<file path="config.mk">
export PLATFORM = sky130hd
export DESIGN_NAME = bin2bcd_seq_param
export DESIGN_NICKNAME = d
export VERILOG_FILES = /design/src/rtl/bin2bcd_seq_param.sv
export SDC_FILE = /design/constraint.sdc
export NUM_CORES = 1
export LEC_CHECK = 0
export BUFFER_PORTS_ARGS = -buffer_cell sky130_fd_sc_hd__buf_2
export CORE_MARGIN = 2
export CORE_UTILIZATION = 45
export DETAILED_ROUTE_END_ITERATION = 16
export PLACE_DENSITY = 0.75
export SLEW_MARGIN = 20
export SYNTH_ARGS = -nofsm -noshare
export SYNTH_HDL_FRONTEND = slang
export SYNTH_SLANG_ARGS = --single-unit
</file>
<file path="constraint.sdc">
create_clock -name clk -period 1.54 [get_ports clk]
set_input_delay 0 -clock clk [delete_from_list [all_inputs] [get_ports clk]]
set_output_delay 0 -clock clk [all_outputs]
set_load 0.02 [all_outputs]
</file>
<file path="src/rtl/bin2bcd_seq_param.sv">
// rtl/bin2bcd_seq_param.sv - sequential shift/add-3 binary-to-BCD converter, one bit per clock
// Optional sticky overflow detection is enabled by defining BCD_OVF_DETECT_EN.
module bin2bcd_seq_param #(
    parameter int W      = 8,
    parameter int D      = 3,
    parameter int SIGNED = 0
) (
    input  logic           clk,
    input  logic           rst,
    input  logic           in_init,
    input  logic [W-1:0]   in_bin,
    output logic [4*D-1:0] out_bcd,
    output logic           out_sign,
    output logic           out_busy,
    output logic           out_DONE,
    output logic           out_overflow
);

    localparam int CW = $clog2(W + 1);

    typedef enum logic [1:0] {S_IDLE, S_CONV, S_DONE} state_t;

    state_t         r_state;
    logic [W-1:0]   r_mag;
    logic [4*D-1:0] r_work;
    logic [CW-1:0]  r_cnt;
    logic           r_sign_lat;
    logic [4*D-1:0] r_bcd;
    logic           r_sign;
    logic           r_busy;
    logic           r_done;

    logic           w_neg;
    logic [W-1:0]   w_mag_in;
    logic [4*D-1:0] w_adj;
    logic [4*D-1:0] w_next;
    logic           w_last;

    // Most negative input negates to itself, which reads correctly as unsigned 2^(W-1)
    assign w_neg    = (SIGNED != 0) && in_bin[W-1];
    assign w_mag_in = w_neg ? (~in_bin + W'(1)) : in_bin;
    assign w_last   = (r_cnt == CW'(1));

    always_comb begin
        w_adj = r_work;
        for (int k = 0; k < D; k++) begin
            if (r_work[4*k +: 4] >= 4'd5)
                w_adj[4*k +: 4] = r_work[4*k +: 4] + 4'd3;
        end
    end

    assign w_next = {w_adj[4*D-2:0], r_mag[W-1]};

    always_ff @(posedge clk or negedge rst) begin
        if (!rst) begin
            r_state    <= S_IDLE;
            r_mag      <= '0;
            r_work     <= '0;
            r_cnt      <= '0;
            r_sign_lat <= 1'b0;
            r_bcd      <= '0;
            r_sign     <= 1'b0;
            r_busy     <= 1'b0;
            r_done     <= 1'b0;
        end else begin
            case (r_state)
                S_IDLE: begin
                    r_done <= 1'b0;
                    if (in_init) begin
                        r_state    <= S_CONV;
                        r_mag      <= w_mag_in;
                        r_sign_lat <= w_neg;
                        r_work     <= '0;
                        r_cnt      <= CW'(W);
                        r_busy     <= 1'b1;
                    end
                end
                S_CONV: begin
                    r_work <= w_next;
                    r_mag  <= r_mag << 1;
                    r_cnt  <= r_cnt - CW'(1);
                    if (w_last) begin
                        r_state <= S_DONE;
                        r_busy  <= 1'b0;
                        r_done  <= 1'b1;
                        r_bcd   <= w_next;
                        r_sign  <= r_sign_lat;
                    end
                end
                S_DONE: begin
                    r_done  <= 1'b0;
                    r_state <= S_IDLE;
                end
                default: r_state <= S_IDLE;
            endcase
        end
    end

`ifdef BCD_OVF_DETECT_EN
    logic r_ovf_flag;
    logic r_ovf;

    always_ff @(posedge clk or negedge rst) begin
        if (!rst) begin
            r_ovf_flag <= 1'b0;
            r_ovf      <= 1'b0;
        end else if (r_state == S_IDLE && in_init) begin
            r_ovf_flag <= 1'b0;
        end else if (r_state == S_CONV) begin
            r_ovf_flag <= r_ovf_flag | w_adj[4*D-1];
            if (w_last)
                r_ovf <= r_ovf_flag | w_adj[4*D-1];
        end
    end

    assign out_overflow = r_ovf;
`else
    logic w_unused_top;
    assign w_unused_top = w_adj[4*D-1];
    assign out_overflow = 1'b0;
`endif

    assign out_bcd  = r_bcd;
    assign out_sign = r_sign;
    assign out_busy = r_busy;
    assign out_DONE = r_done;

endmodule

</file>
Word-level counts from Yosys, hierarchy flattened --
Cells that the tools add are included.
Cells by class: add/sub/neg operators 4, $lt $le $gt $ge 3, eq/ne operators 5, mux-type cells 17, reduce and logical (&&, ||, !) cells 9
Operators by type and width (count):
- case mux 12 bit (2 select lines) | 1
- case mux 8 bit (2 select lines) | 1
- greater-or-equal comparator 4 x 3 -> 1 bit (second input constant) | 3
- two-way mux 12 bit | 1
- two-way mux 4 bit | 3
- adder 4 x 2 -> 4 bit (second input constant) | 2
- two-way mux 8 bit | 1
- case mux 4 bit (2 select lines) | 1
- AND reduction 2 bit | 4
- == test 4 x 1 -> 1 bit (second input constant) | 1
- two-way mux 2 bit | 2
- != test 2 bit (second input constant) | 2
- case mux 1 bit (2 select lines) | 2
- case mux 2 bit (2 select lines) | 1
- nonzero test 2 bit | 2
- subtractor 4 x 1 -> 4 bit (second input constant) | 1
- adder 3 x 2 -> 3 bit (second input constant) | 1
- two-way mux 1 bit | 3
- two-way mux 3 bit | 1
- AND reduction 3 bit | 1
- == test 2 x 1 -> 1 bit (second input constant) | 1
- == test 2 bit (second input constant) | 1
- logical NOT 2 bit | 1
- OR reduction 2 bit | 1
Storage, ports and cells: register bits 40, input bits 11, output and inout bits 16, logic and storage cells 45

Logic depth before layout (Yosys ltp) --
Gate-level depths: netlist of the first run.
word-level depth 4, gate-level depth with buffers 7, gate-level depth less buffers 6

Worst setup path after synthesis of the first run --
Ideal clock, no wire load.
path type register to register, from register r_work[4], to register r_work[6], setup time 0.083 ns, data arrival time 1.411 ns, data required time 1.457 ns, setup slack 0.047 ns, cell stages (with the launch flop) 7, buffers on the path 0, clock period less this slack 1.493 ns, path through dfrtp_1 inv_1 ha_1 nand2b_1 a21oi_1 mux2_2 o21ai_0
Between the ends: cells in the longest elaborated chain, start to end 3, elaborated cells between the ends (all ways) 4, those cells by class add/sub (1); order compare (1); mux (2)
RTL lines:
- start, declared | RTL line 25 | logic [4*D-1:0] r_work;
- start signal, assigned | RTL line 79 | r_work <= w_next;
- adder 4 x 2 -> 4 bit or greater-or-equal comparator 4 x 3 -> 1 bit (tied branches) | RTL line 48, 47
- two-way mux 4 bit * | RTL line 47 | if (r_work[4*k +: 4] >= 4'd5)
- case mux 12 bit (2 select lines) * | RTL line 66 | case (r_state)
Mark *: on every way between the ends. The rest lies on a longest branch, timed or not. A chain may end at the register's enable or synchronous reset.

Worst setup path after layout of the first run --
from register r_work[0], to register r_work[2]
The elaborated chain is that of the path after synthesis.

==> insert_results.sql, run 1 <==
INSERT INTO impl_metrics (metric_group, metric, value, unit) VALUES
('placed_design', 'hpwl', '2.61', 'mm'),
('sta', 'finalMaxSlewViolations', '0', ''),
('setup_path', 'critPathRequiredTime', '1.76', 'ns'),
('setup_path', 'crit_path_arrival_time', '1.70', 'ns'),
('power', 'post-layout-total-power', '5.40', 'mW'),
('route', 'avgViaCountPerCell', '5.18', ''),
('route', 'postRouteWirelength', '3.93', 'mm'),
('layout', 'layout.core_utilization', '0.570', ''),
('status', 'run_status', 'completed', ''),
('synthesis', 'synth.cell_area', '1970', 'um2'),
('floorplanning', 'die-height', '70.1', 'um'),
('power', 'cell_internal_pwr', '3.26', 'mW'),
('power', 'worst_ir_drop_vdd', '0.00110', 'V'),
('clock_network', 'clock-sinks', '40', ''),
('placed_design', 'placed_cell_count', '278', ''),
('synthesis', 'synth-edff-count', '0', ''),
('synthesis', 'synthCells', '192', ''),
('sta', 'timing.clock.skew', '0.00611', 'ns'),
('power', 'clock_share_of_power', '0.133', ''),
('global_routing', 'grt_pass1_wl', '6.55', 'mm'),
('layout', 'fin_nets', '259', ''),
('setup_path', 'critical-path-max-stage-delay', '0.43', 'ns'),
('layout', 'finalNonFillerCells', '293', ''),
('floorplanning', 'die-width', '70.1', 'um'),
('clock_network', 'ctsLongestPathBuffers', '2', ''),
('floorplanning', 'pin_count', '27', ''),
('global_routing', 'grt_max_degree', '24', ''),
('floorplanning', 'floorplan.rows', '24', ''),
('setup_path', 'worst-setup-path-type', 'flip-flop to flip-flop', ''),
('setup_path', 'top_delay_family_on_crit_path', 'flip-flops', ''),
('synthesis', 'synth-seq-area-share', '0.509', ''),
('placed_design', 'post_dp_cell_area', '2230', 'um2'),
('flow_run', 'number_of_maximum_capacitance_violations', '0', ''),
('sta', 'finalSetupViolations', '0', ''),
('clock_network', 'tritoncts', 'done', ''),
('power', 'total_leakage_power', '1.17', 'nW'),
('sta', 'hold_violations', '0', ''),
('synthesis', 'synth_cell_type_count', '35', ''),
('layout', 'filler_cell_count', '382', ''),
('synthesis', 'synth_top_flop_cell', 'sky130_fd_sc_hd__dfrtp_1', ''),
('sta', 'rsz0062_at_grt', 'true', ''),
('clock_network', 'clock_insertion_delay_worst_skew', '0.29', 'ns'),
('setup_path', 'critPathSlowestCell', 'sky130_fd_sc_hd__dfrtp_1', ''),
('route', 'total_drc_errors_in_the_routed_layout', '0', ''),
('synthesis', 'synth_async_sr_flop_share', '1.00', ''),
('clock_network', 'cts.htree.levels', '2', ''),
('route', 'antenna_left', '0', ''),
('setup_path', 'worstSetupStartpointType', 'flip-flop', ''),
('min_path', 'hold_path_class', 'primary input to flip-flop', ''),
('power', 'combinational_share_of_power', '0.511', ''),
('placed_design', 'io_buffer_count', '24', ''),
('route', 'dr.pass1.iters', '7', ''),
('global_routing', 'first_global_vias', '1452', ''),
('route', 'dr.first_iter.drc_count', '50', ''),
('clock_network', 'cts-root-buf', 'sky130_fd_sc_hd__clkbuf_8', ''),
('layout', 'post_route_cells_drive_above_1_share', '0.332', ''),
('layout', 'multi_input_area', '913', 'um2'),
('floorplanning', 'die-area', '4910', 'um2'),
('placed_design', 'gpl.final_weighted_congestion', '0.777', ''),
('power', 'share_seq_of_total_power', '0.356', ''),
('sta', 'slew_headroom', '0.664', ''),
('layout', 'register_area', '1000', 'um2'),
('clock_network', 'cts.clk_slew.worst_paths', '0.08', 'ns'),
('route', 'via_count', '1517', ''),
('clock_network', 'clock_buffers_created_by_tritoncts', '5', ''),
('synthesis', 'syn_avg_cell_area', '10.2', 'um2'),
('power', 'p_sw_frac', '0.397', ''),
('sta', 'final.period_utilization', '0.960', ''),
('route', 'drt-wirelength-per-cell', '13.4', 'um'),
('layout', 'most-common-layout-cells', '40 x sky130_fd_sc_hd__dfrtp_1, 26 x sky130_fd_sc_hd__o21ai_0, 26 x sky130_fd_sc_hd__nand2_1', ''),
('synthesis', 'synth.ff_latch_count', '40', '');
cells in the mapped netlist, types with 2 or more instances:
library cell | n | area (um2)
sky130_fd_sc_hd__buf_6 | 3 | 33.8
sky130_fd_sc_hd__mux2_4 | 2 | 30.0
sky130_fd_sc_hd__nand2_1 | 26 | 97.6
sky130_fd_sc_hd__nor3b_1 | 2 | 15.0
sky130_fd_sc_hd__a22oi_1 | 4 | 30.0
sky130_fd_sc_hd__nor3_1 | 4 | 20.0
sky130_fd_sc_hd__dfrtp_1 | 40 | 1000
sky130_fd_sc_hd__mux2_2 | 4 | 45.0
sky130_fd_sc_hd__o21ai_0 | 32 | 160
sky130_fd_sc_hd__buf_2 | 2 | 10.0
sky130_fd_sc_hd__clkbuf_1 | 2 | 7.51
sky130_fd_sc_hd__a22o_1 | 2 | 17.5
sky130_fd_sc_hd__mux2i_1 | 3 | 30.0
sky130_fd_sc_hd__buf_4 | 2 | 15.0
sky130_fd_sc_hd__a21oi_1 | 15 | 75.1
sky130_fd_sc_hd__ha_1 | 8 | 100
sky130_fd_sc_hd__nand2b_1 | 4 | 25.0
sky130_fd_sc_hd__or3b_2 | 3 | 26.3
sky130_fd_sc_hd__xnor2_1 | 3 | 26.3
sky130_fd_sc_hd__inv_1 | 9 | 33.8
sky130_fd_sc_hd__a31oi_1 | 3 | 18.8
sky130_fd_sc_hd__nor2b_1 | 6 | 37.5
metrics by stage:
step / hold WS [ns] / TNS [ns]
2_1_floorplan: -0.296 / 0
3_3_place_gp: -0.0186 / 0
3_5_place_dp: -0.0124 / -0.0752
4_1_cts: 0.0129 / 0
5_1_grt: 0.0320 / -0.0137
6_report: 0.00645 / 0
cell families (layout without fill, tap and decap cells):
logic type               count (synthesis)  after routing  synth area share
AO/OA/AOI/OAI                           60             60             0.169
AND/OR/NAND/NOR                         51             51             0.142
flip-flops                              40             40             0.509
buffers and inverters                   20             68            0.0598
multiplexers                             9              9            0.0535
adder cells (fa/ha/maj)                  8              8            0.0509
XOR/XNOR                                 3              3            0.0134
other                                    1              2           0.00191
worst reg2reg max path, stage by stage, from the launching register on:
cell and delay [ns]:
sky130_fd_sc_hd__dfrtp_1 0.43, sky130_fd_sc_hd__ha_2 0.21, sky130_fd_sc_hd__nand2b_4 0.14, sky130_fd_sc_hd__a21oi_2 0.18, sky130_fd_sc_hd__mux2_4 0.34, sky130_fd_sc_hd__o21ai_2 0.11
area by class of cell:
class | count | share of cell area
repair buffers | 50 | 0.139
flip-flops and latches | 40 | 0.409
inverters | 10 | 0.0153
multi-input cells | 133 | 0.373
clock buffers | 8 | 0.0368
well taps | 52 | 0.0266
power groups by stage:
stage          sequential (mW)  combinational (mW)  clock, mW
3_3_place_gp              1.90                2.38          0
5_1_grt                   1.99                3.07      0.785
2_1_floorplan             2.03                1.54          0
4_1_cts                   1.92                2.49      0.741
3_5_place_dp              1.92                2.44          0
6_report                  1.92                2.76      0.719
sequential cells by signal, indices dropped and copies added, names as in the netlist:
name      cells
r_work       12
r_state       2
out_DONE      1
out_bcd      12
r_cnt         4
r_mag         8
out_busy      1
final timing paths:
path	start	to	slack, ns
min in group asynchronous	rst	r_mag[2]	0.20
max reg2reg	r_work[0]	r_work[2]	0.06
min reg2reg	r_mag[5]	r_mag[5]	0.48
max in group asynchronous	rst	out_bcd[1]	0.79
min	in_bin[3]	r_mag[3]	0.006
max	r_work[0]	r_work[2]	0.06
per-layer routing:
layer	GRT usage	vias up	wire, um
met5	0	-	0
met3	0.0491	5	158
met4	0.0513	0	55
met1	0.219	735	1880
met2	0.268	27	1840
li1	-	750	-
timing repair:
item	in CTS	in global routing
endpoints found under the setup margin	5	10
hold endpoints to repair	23	0
cloned	0	0
pin swaps	2	5
resized for setup	3	21
buffers inserted	0	3
hold buffers	4	0
No activity file was read; power rests on OpenSTA's default activity.
==> run 2, diff against run 1 <==
--- a/config.mk
+++ b/config.mk
@@ -7,3 +7,2 @@
 export LEC_CHECK = 0
-export BUFFER_PORTS_ARGS = -buffer_cell sky130_fd_sc_hd__buf_2
 export CORE_MARGIN = 2
@@ -11,3 +10,4 @@
 export DETAILED_ROUTE_END_ITERATION = 16
-export PLACE_DENSITY = 0.75
+export DONT_BUFFER_PORTS = 1
+export PLACE_DENSITY = 0.7
 export SLEW_MARGIN = 20
==> constraint.sdc (replaced) <==
create_clock -name clk -period 1.3 [get_ports clk]
set_input_delay 0.13 -clock clk [delete_from_list [all_inputs] [get_ports clk]]
set_output_delay 0.13 -clock clk [all_outputs]
set_load 0.02 [all_outputs]
==> insert_results.sql, run 2 (synthesized netlist as in run 1, its figures left out) <==
INSERT INTO impl_metrics (metric_group, metric, value, unit) VALUES
('setup_path', 'top_delay_family_on_crit_path', 'flip-flops', ''),
('route', 'dr.first_iter.drc_count', '65', ''),
('layout', 'post_route_cells_drive_above_1_share', '0.437', ''),
('sta', 'hold_violations', '0', ''),
('power', 'power-per-cell-area', '2790', 'nW/um2'),
('global_routing', 'grt_pass1_wl', '6.71', 'mm'),
('floorplanning', 'die-area', '4910', 'um2'),
('sta', 'finalSetupViolations', '19', ''),
('floorplanning', 'die-height', '70.1', 'um'),
('setup_path', 'timing.critical_path.cells', 'ha_2 > nand2b_4 > a21oi_4 > mux2_4 > o21ai_2', ''),
('placed_design', 'post_dp_cell_area', '2250', 'um2'),
('clock_network', 'clock_buffers_created_by_tritoncts', '5', ''),
('power', 'post-layout-total-power', '7.28', 'mW'),
('power', 'worst_ir_drop_vdd', '0.00146', 'V'),
('sta', 'finalMaxSlewViolations', '0', ''),
('clock_network', 'clock_insertion_delay_worst_skew', '0.29', 'ns'),
('setup_path', 'critical-path-max-stage-delay', '0.42', 'ns'),
('setup_path', 'worstSetupEndpointType', 'flip-flop', ''),
('layout', 'most_common_library_cell_in_the_layout_ignoring_fill_and_taps', 'sky130_fd_sc_hd__dfrtp_1', ''),
('placed_design', 'hpwl', '2.73', 'mm'),
('route', 'total_drc_errors_in_the_routed_layout', '0', ''),
('setup_path', 'critPathSlowestCell', 'sky130_fd_sc_hd__dfrtp_1', ''),
('setup_path', 'crit_path_arrival_time', '1.64', 'ns'),
('layout', 'finalNonFillerCells', '281', ''),
('floorplanning', 'core-area', '4290', 'um2'),
('setup_path', 'worstSetupStartpointType', 'flip-flop', ''),
('route', 'postRouteWirelength', '4.22', 'mm'),
('route', 'antenna_left', '0', ''),
('layout', 'n_antenna_cell', '0', ''),
('layout', 'final_area', '2610', 'um2'),
('setup_path', 'timing.critical_path.fanout_max', '3', ''),
('sta', 'rsz0062_at_grt', 'true', ''),
('sta', 'maxClockFrequency', '706', 'MHz'),
('global_routing', 'first_global_vias', '1490', ''),
('status', 'run_status', 'finished, violations left', ''),
('floorplanning', 'pin_count', '27', ''),
('sta', 'timing.clock.skew', '0.00345', 'ns'),
('power', 'share_seq_of_total_power', '0.359', ''),
('global_routing', 'grt_max_degree', '41', ''),
('setup_path', 'critPathRequiredTime', '1.52', 'ns'),
('floorplanning', 'starting_density', '0.458', ''),
('setup_path', 'r2r_slack', '-0.12', 'ns'),
('power', 'p_switching', '2.91', 'mW'),
('sta', 'setup_slack', '-0.117', 'ns'),
('clock_network', 'cts.clk_slew.worst_paths', '0.07', 'ns'),
('layout', 'most-common-layout-cells', '38 x sky130_fd_sc_hd__dfrtp_1, 33 x sky130_fd_sc_hd__buf_4, 24 x sky130_fd_sc_hd__nand2_1', ''),
('global_routing', 'globalRouteTotalUtil', '0.175', ''),
('power', 'p_sw_frac', '0.400', ''),
('setup_path', 'worst-setup-path-type', 'flip-flop to flip-flop', ''),
('route', 'avgViaCountPerCell', '5.32', ''),
('sta', 'final.period_utilization', '1.09', ''),
('placed_design', 'placed_cell_count', '264', ''),
('sta', 'post_route_minimum_period', '1.42', 'ns'),
('clock_network', 'clock-sinks', '40', ''),
('status', 'violations', 'setup timing', ''),
('global_routing', 'initial_antenna_violation_count', '0', ''),
('power', 'combinational_share_of_power', '0.520', ''),
('floorplanning', 'floorplan.rows', '24', ''),
('setup_path', 'buffers_and_inverters_on_the_worst_path', '0', ''),
('power', 'cell_internal_pwr', '4.37', 'mW'),
('min_path', 'hold_path_class', 'primary input to flip-flop', ''),
('floorplanning', 'die-width', '70.1', 'um'),
('clock_network', 'tritoncts', 'done', ''),
('layout', 'layout.core_utilization', '0.608', ''),
('layout', 'fin_nets', '248', ''),
('placed_design', 'io_buffer_count', '0', ''),
('placed_design', 'gpl.final_weighted_congestion', '0.754', ''),
('clock_network', 'cts.htree.levels', '2', ''),
('power', 'clock_share_of_power', '0.121', ''),
('route', 'via_count', '1495', ''),
('route', 'dr.pass1.iters', '4', ''),
('clock_network', 'cts-root-buf', 'sky130_fd_sc_hd__clkbuf_8', ''),
('flow_run', 'number_of_maximum_capacitance_violations', '0', ''),
('layout', 'area_growth_from_synthesis_to_final_layout', '32.8', '%'),
('clock_network', 'ctsLongestPathBuffers', '2', ''),
('global_routing', 'grt_remaining_overflow', '0', ''),
('power', 'total_leakage_power', '1.19', 'nW'),
('route', 'drt-wirelength-per-cell', '15.0', 'um');
## run 2: cell count changes in the layout (fill, tap and decap cells not counted), moves of 4 or more
cell                      change
sky130_fd_sc_hd__buf_2       -24
sky130_fd_sc_hd__buf_4       +13
sky130_fd_sc_hd__o21ai_0      -5
sky130_fd_sc_hd__o21ai_2      +5
sky130_fd_sc_hd__ha_1         -4
sky130_fd_sc_hd__inv_1        -4
## run 2: repair_timing
action                                  in CTS  in global routing
endpoints found under the setup margin      19                 29
hold endpoints to repair                    40                  0
setup buffers                                5                  4
hold buffers                                 2                  0
pin swaps                                   10                  8
resized for setup                           20                 29
## run 2: worst reg2reg max path, stage by stage (launching register included)
cell	delay, ns
sky130_fd_sc_hd__dfrtp_1	0.42
sky130_fd_sc_hd__ha_2	0.19
sky130_fd_sc_hd__nand2b_4	0.14
sky130_fd_sc_hd__a21oi_4	0.15
sky130_fd_sc_hd__mux2_4	0.34
sky130_fd_sc_hd__o21ai_2	0.12
## run 2: metal layers
| layer | share of wire | GRT usage |
|---|---|---|
| met1 | 0.45 | 0.230 |
| met2 | 0.50 | 0.283 |
| met3 | 0.040 | 0.0404 |
| met4 | 0.014 | 0.0641 |
| met5 | 0 | 0 |
## run 2: power groups by stage
stage	sequential [mW]	combinational [mW]	clock, mW
5_1_grt	2.70	4.15	0.950
6_report	2.61	3.79	0.880
2_1_floorplan	2.44	2.04	0
3_3_place_gp	2.54	2.83	0
3_5_place_dp	2.57	2.91	0
4_1_cts	2.57	3.37	0.896
## run 2: cell type report
class	count	area [um2]
clock buffers	7	96.3
fillers	339	1680
inverters	10	40.0
multi-input cells	133	1070
flip-flops and latches	40	1000
well taps	52	65.1
repair buffers	39	335
## run 2: worst paths after layout
kind / startpoint / end / cells past startpoint
max: r_work[0] / r_work[2] / 5
min: in_bin[6] / r_mag[6] / 2
max reg2reg: r_work[0] / r_work[2] / 5
min reg2reg: r_mag[5] / r_mag[5] / 2
max in group asynchronous: rst / r_cnt[0] / 2
min in group asynchronous: rst / r_mag[2] / 2
## run 2: metrics by stage
stage | setup slack [ns] | hold WS (ns) | TNS [ns]
after floorplan | -0.152 | -0.166 | -1.10
after global placement | -0.114 | -0.165 | -1.09
after detailed placement | -0.166 | -0.165 | -1.89
after CTS | -0.108 | 0.0354 | -1.36
after global routing | -0.174 | 0.0545 | -2.43
final | -0.117 | 0.0433 | -1.18
==> run 3, diff against run 2 <==
PLACE_DENSITY = unset   (was 0.7)
==> insert_results.sql, run 3 (synthesized netlist as in run 1, its figures left out) <==
INSERT INTO impl_metrics (metric_group, metric, value, unit) VALUES
('layout', 'multi_input_area', '1090', 'um2'),
('setup_path', 'worstSetupEndpointType', 'flip-flop', ''),
('floorplanning', 'core-area', '4290', 'um2'),
('global_routing', 'first_global_vias', '1636', ''),
('status', 'violations', 'setup timing', ''),
('floorplanning', 'starting_density', '0.458', ''),
('sta', 'final.period_utilization', '1.10', ''),
('power', 'power-per-cell-area', '2810', 'nW/um2'),
('global_routing', 'globalRouteTotalUtil', '0.190', ''),
('global_routing', 'grt_max_degree', '41', ''),
('layout', 'register_area', '1000', 'um2'),
('layout', 'most_common_library_cell_in_the_layout_ignoring_fill_and_taps', 'sky130_fd_sc_hd__dfrtp_1', ''),
('route', 'dr.first_iter.drc_count', '60', ''),
('clock_network', 'cts.htree.levels', '2', ''),
('route', 'wl_met2', '2.23', 'mm'),
('route', 'postRouteWirelength', '4.45', 'mm'),
('layout', 'finalNonFillerCells', '283', ''),
('sta', 'finalSetupViolations', '20', ''),
('setup_path', 'crit_path_arrival_time', '1.61', 'ns'),
('floorplanning', 'floorplan.rows', '24', ''),
('global_routing', 'grt_pass1_wl', '7.42', 'mm'),
('route', 'dr.pass1.iters', '4', ''),
('sta', 'timing.clock.skew', '0.00545', 'ns'),
('clock_network', 'clock_insertion_delay_worst_skew', '0.29', 'ns'),
('floorplanning', 'die-area', '4910', 'um2'),
('setup_path', 'timing.critical_path.fanout_max', '5', ''),
('flow_run', 'number_of_maximum_capacitance_violations', '0', ''),
('setup_path', 'critPathRequiredTime', '1.48', 'ns'),
('clock_network', 'clock-sinks', '40', ''),
('clock_network', 'clock_buffers_created_by_tritoncts', '5', ''),
('setup_path', 'worstSetupStartpointType', 'flip-flop', ''),
('layout', 'area_growth_from_synthesis_to_final_layout', '33.9', '%'),
('sta', 'finalMaxSlewViolations', '0', ''),
('sta', 'post_route_minimum_period', '1.43', 'ns'),
('layout', 'most-common-layout-cells', '40 x sky130_fd_sc_hd__dfrtp_1, 34 x sky130_fd_sc_hd__buf_4, 23 x sky130_fd_sc_hd__nand2_1', ''),
('placed_design', 'hpwl', '2.94', 'mm'),
('route', 'antenna_left', '0', ''),
('sta', 'hold_violations', '0', ''),
('min_path', 'hold_path_class', 'primary input to flip-flop', ''),
('global_routing', 'initial_antenna_violation_count', '0', ''),
('floorplanning', 'pin_count', '27', ''),
('clock_network', 'tritoncts', 'done', ''),
('layout', 'post_route_cells_drive_above_1_share', '0.433', ''),
('layout', 'fin_nets', '249', ''),
('status', 'run_status', 'finished, violations left', ''),
('route', 'dr.max_layer_used', 'met4', ''),
('placed_design', 'placed_cell_count', '264', ''),
('floorplanning', 'die-height', '70.1', 'um'),
('power', 'total_leakage_power', '1.20', 'nW'),
('placed_design', 'place_ws', '-0.154', 'ns'),
('clock_network', 'ctsLongestPathBuffers', '2', ''),
('placed_design', 'gpl.final_weighted_congestion', '0.798', ''),
('placed_design', 'io_buffer_count', '0', ''),
('power', 'post-layout-total-power', '7.40', 'mW'),
('layout', 'n_antenna_cell', '0', ''),
('layout', 'filler_cell_count', '355', ''),
('sta', 'rsz0062_at_grt', 'true', ''),
('route', 'drt-wirelength-per-cell', '15.7', 'um'),
('route', 'met3RoutedLength', '198', 'um'),
('route', 'total_drc_errors_in_the_routed_layout', '0', ''),
('setup_path', 'worst-setup-path-type', 'flip-flop to flip-flop', ''),
('global_routing', 'grt_remaining_overflow', '0', ''),
('clock_network', 'cts-root-buf', 'sky130_fd_sc_hd__clkbuf_8', ''),
('route', 'avgViaCountPerCell', '5.41', ''),
('route', 'via_count', '1532', ''),
('sta', 'maxClockFrequency', '700', 'MHz'),
('power', 'worst_ir_drop_vdd', '0.00151', 'V'),
('sta', 'setup_slack', '-0.128', 'ns'),
('layout', 'layout.core_utilization', '0.613', ''),
('clock_network', 'cts.clk_slew.worst_paths', '0.08', 'ns'),
('floorplanning', 'die-width', '70.1', 'um'),
('route', 'wl_met1', '1.92', 'mm');
==> run 3: cell types whose count changed in the layout (fill, tap and decap cells not counted), sizes merged <==
| cell | before | now |
|---|---|---|
| clkinv | 0 | 2 |
| buf | 38 | 39 |
| clkbuf | 7 | 6 |
==> run 3: power breakdown <==
group	switching [mW]	total (mW)	internal [mW]
Combinational	1.79	3.96	2.17
Sequential	0.778	2.58	1.81
Clock	0.434	0.857	0.424
Total	3.00	7.40	4.40
==> run 3: worst paths after layout <==
path                                 from    endpoint  slack, ns  depth (start not counted)
worst min register to register   r_mag[5]    r_mag[5]       0.49                          2
min in group asynchronous             rst    r_mag[6]       0.31                          2
worst max register to register   r_cnt[1]  out_bcd[9]      -0.13                          6
worst max-delay path             r_cnt[1]  out_bcd[9]      -0.13                          6
max in group asynchronous             rst    out_busy       0.80                          2
worst min-delay path            in_bin[0]    r_mag[0]       0.03                          2
==> run 3: area by class of cell <==
type | instances | area share
Multi-Input combinational cell | 133 | 0.416
Sequential cell | 40 | 0.380
Timing Repair Buffer | 40 | 0.129
Clock buffer | 6 | 0.0314
Tap cell | 52 | 0.0247
Inverter | 10 | 0.0152
Clock inverter | 2 | 0.00380
==> run 3: per-layer routing <==
layer / vias up / track usage
met4: 0 / 0.0855
met1: 754 / 0.243
met2: 35 / 0.298
met3: 11 / 0.0563
li1: 732 / -
met5: - / 0
==> run 3: through the flow <==
step / setup TNS [ns] / instance area, um2 / hold WS (ns)
after global routing: -3.11 / 2630 / 0.0502
after detailed placement: -2.01 / 2250 / -0.165
after floorplan: -1.10 / 2030 / -0.166
after global placement: -1.11 / 2250 / -0.165
final: -1.34 / 2630 / 0.0343
after CTS: -1.70 / 2500 / 0.0312
==> run 3: timing repair <==
action,CTS,global route
hold endpoints to repair,40,0
pin swaps,5,8
buffers inserted,8,2
gates resized for setup,20,30
endpoints found under the setup margin,23,33
hold buffers,2,0
==> run 3: critical path, cell delays in order (launching register included) <==
cell and delay (ns):
sky130_fd_sc_hd__dfrtp_1 0.40, sky130_fd_sc_hd__inv_2 0.08, sky130_fd_sc_hd__ha_4 0.11, sky130_fd_sc_hd__nor3b_4 0.23
sky130_fd_sc_hd__nand2_4 0.13, sky130_fd_sc_hd__inv_4 0.08, sky130_fd_sc_hd__mux2_4 0.29
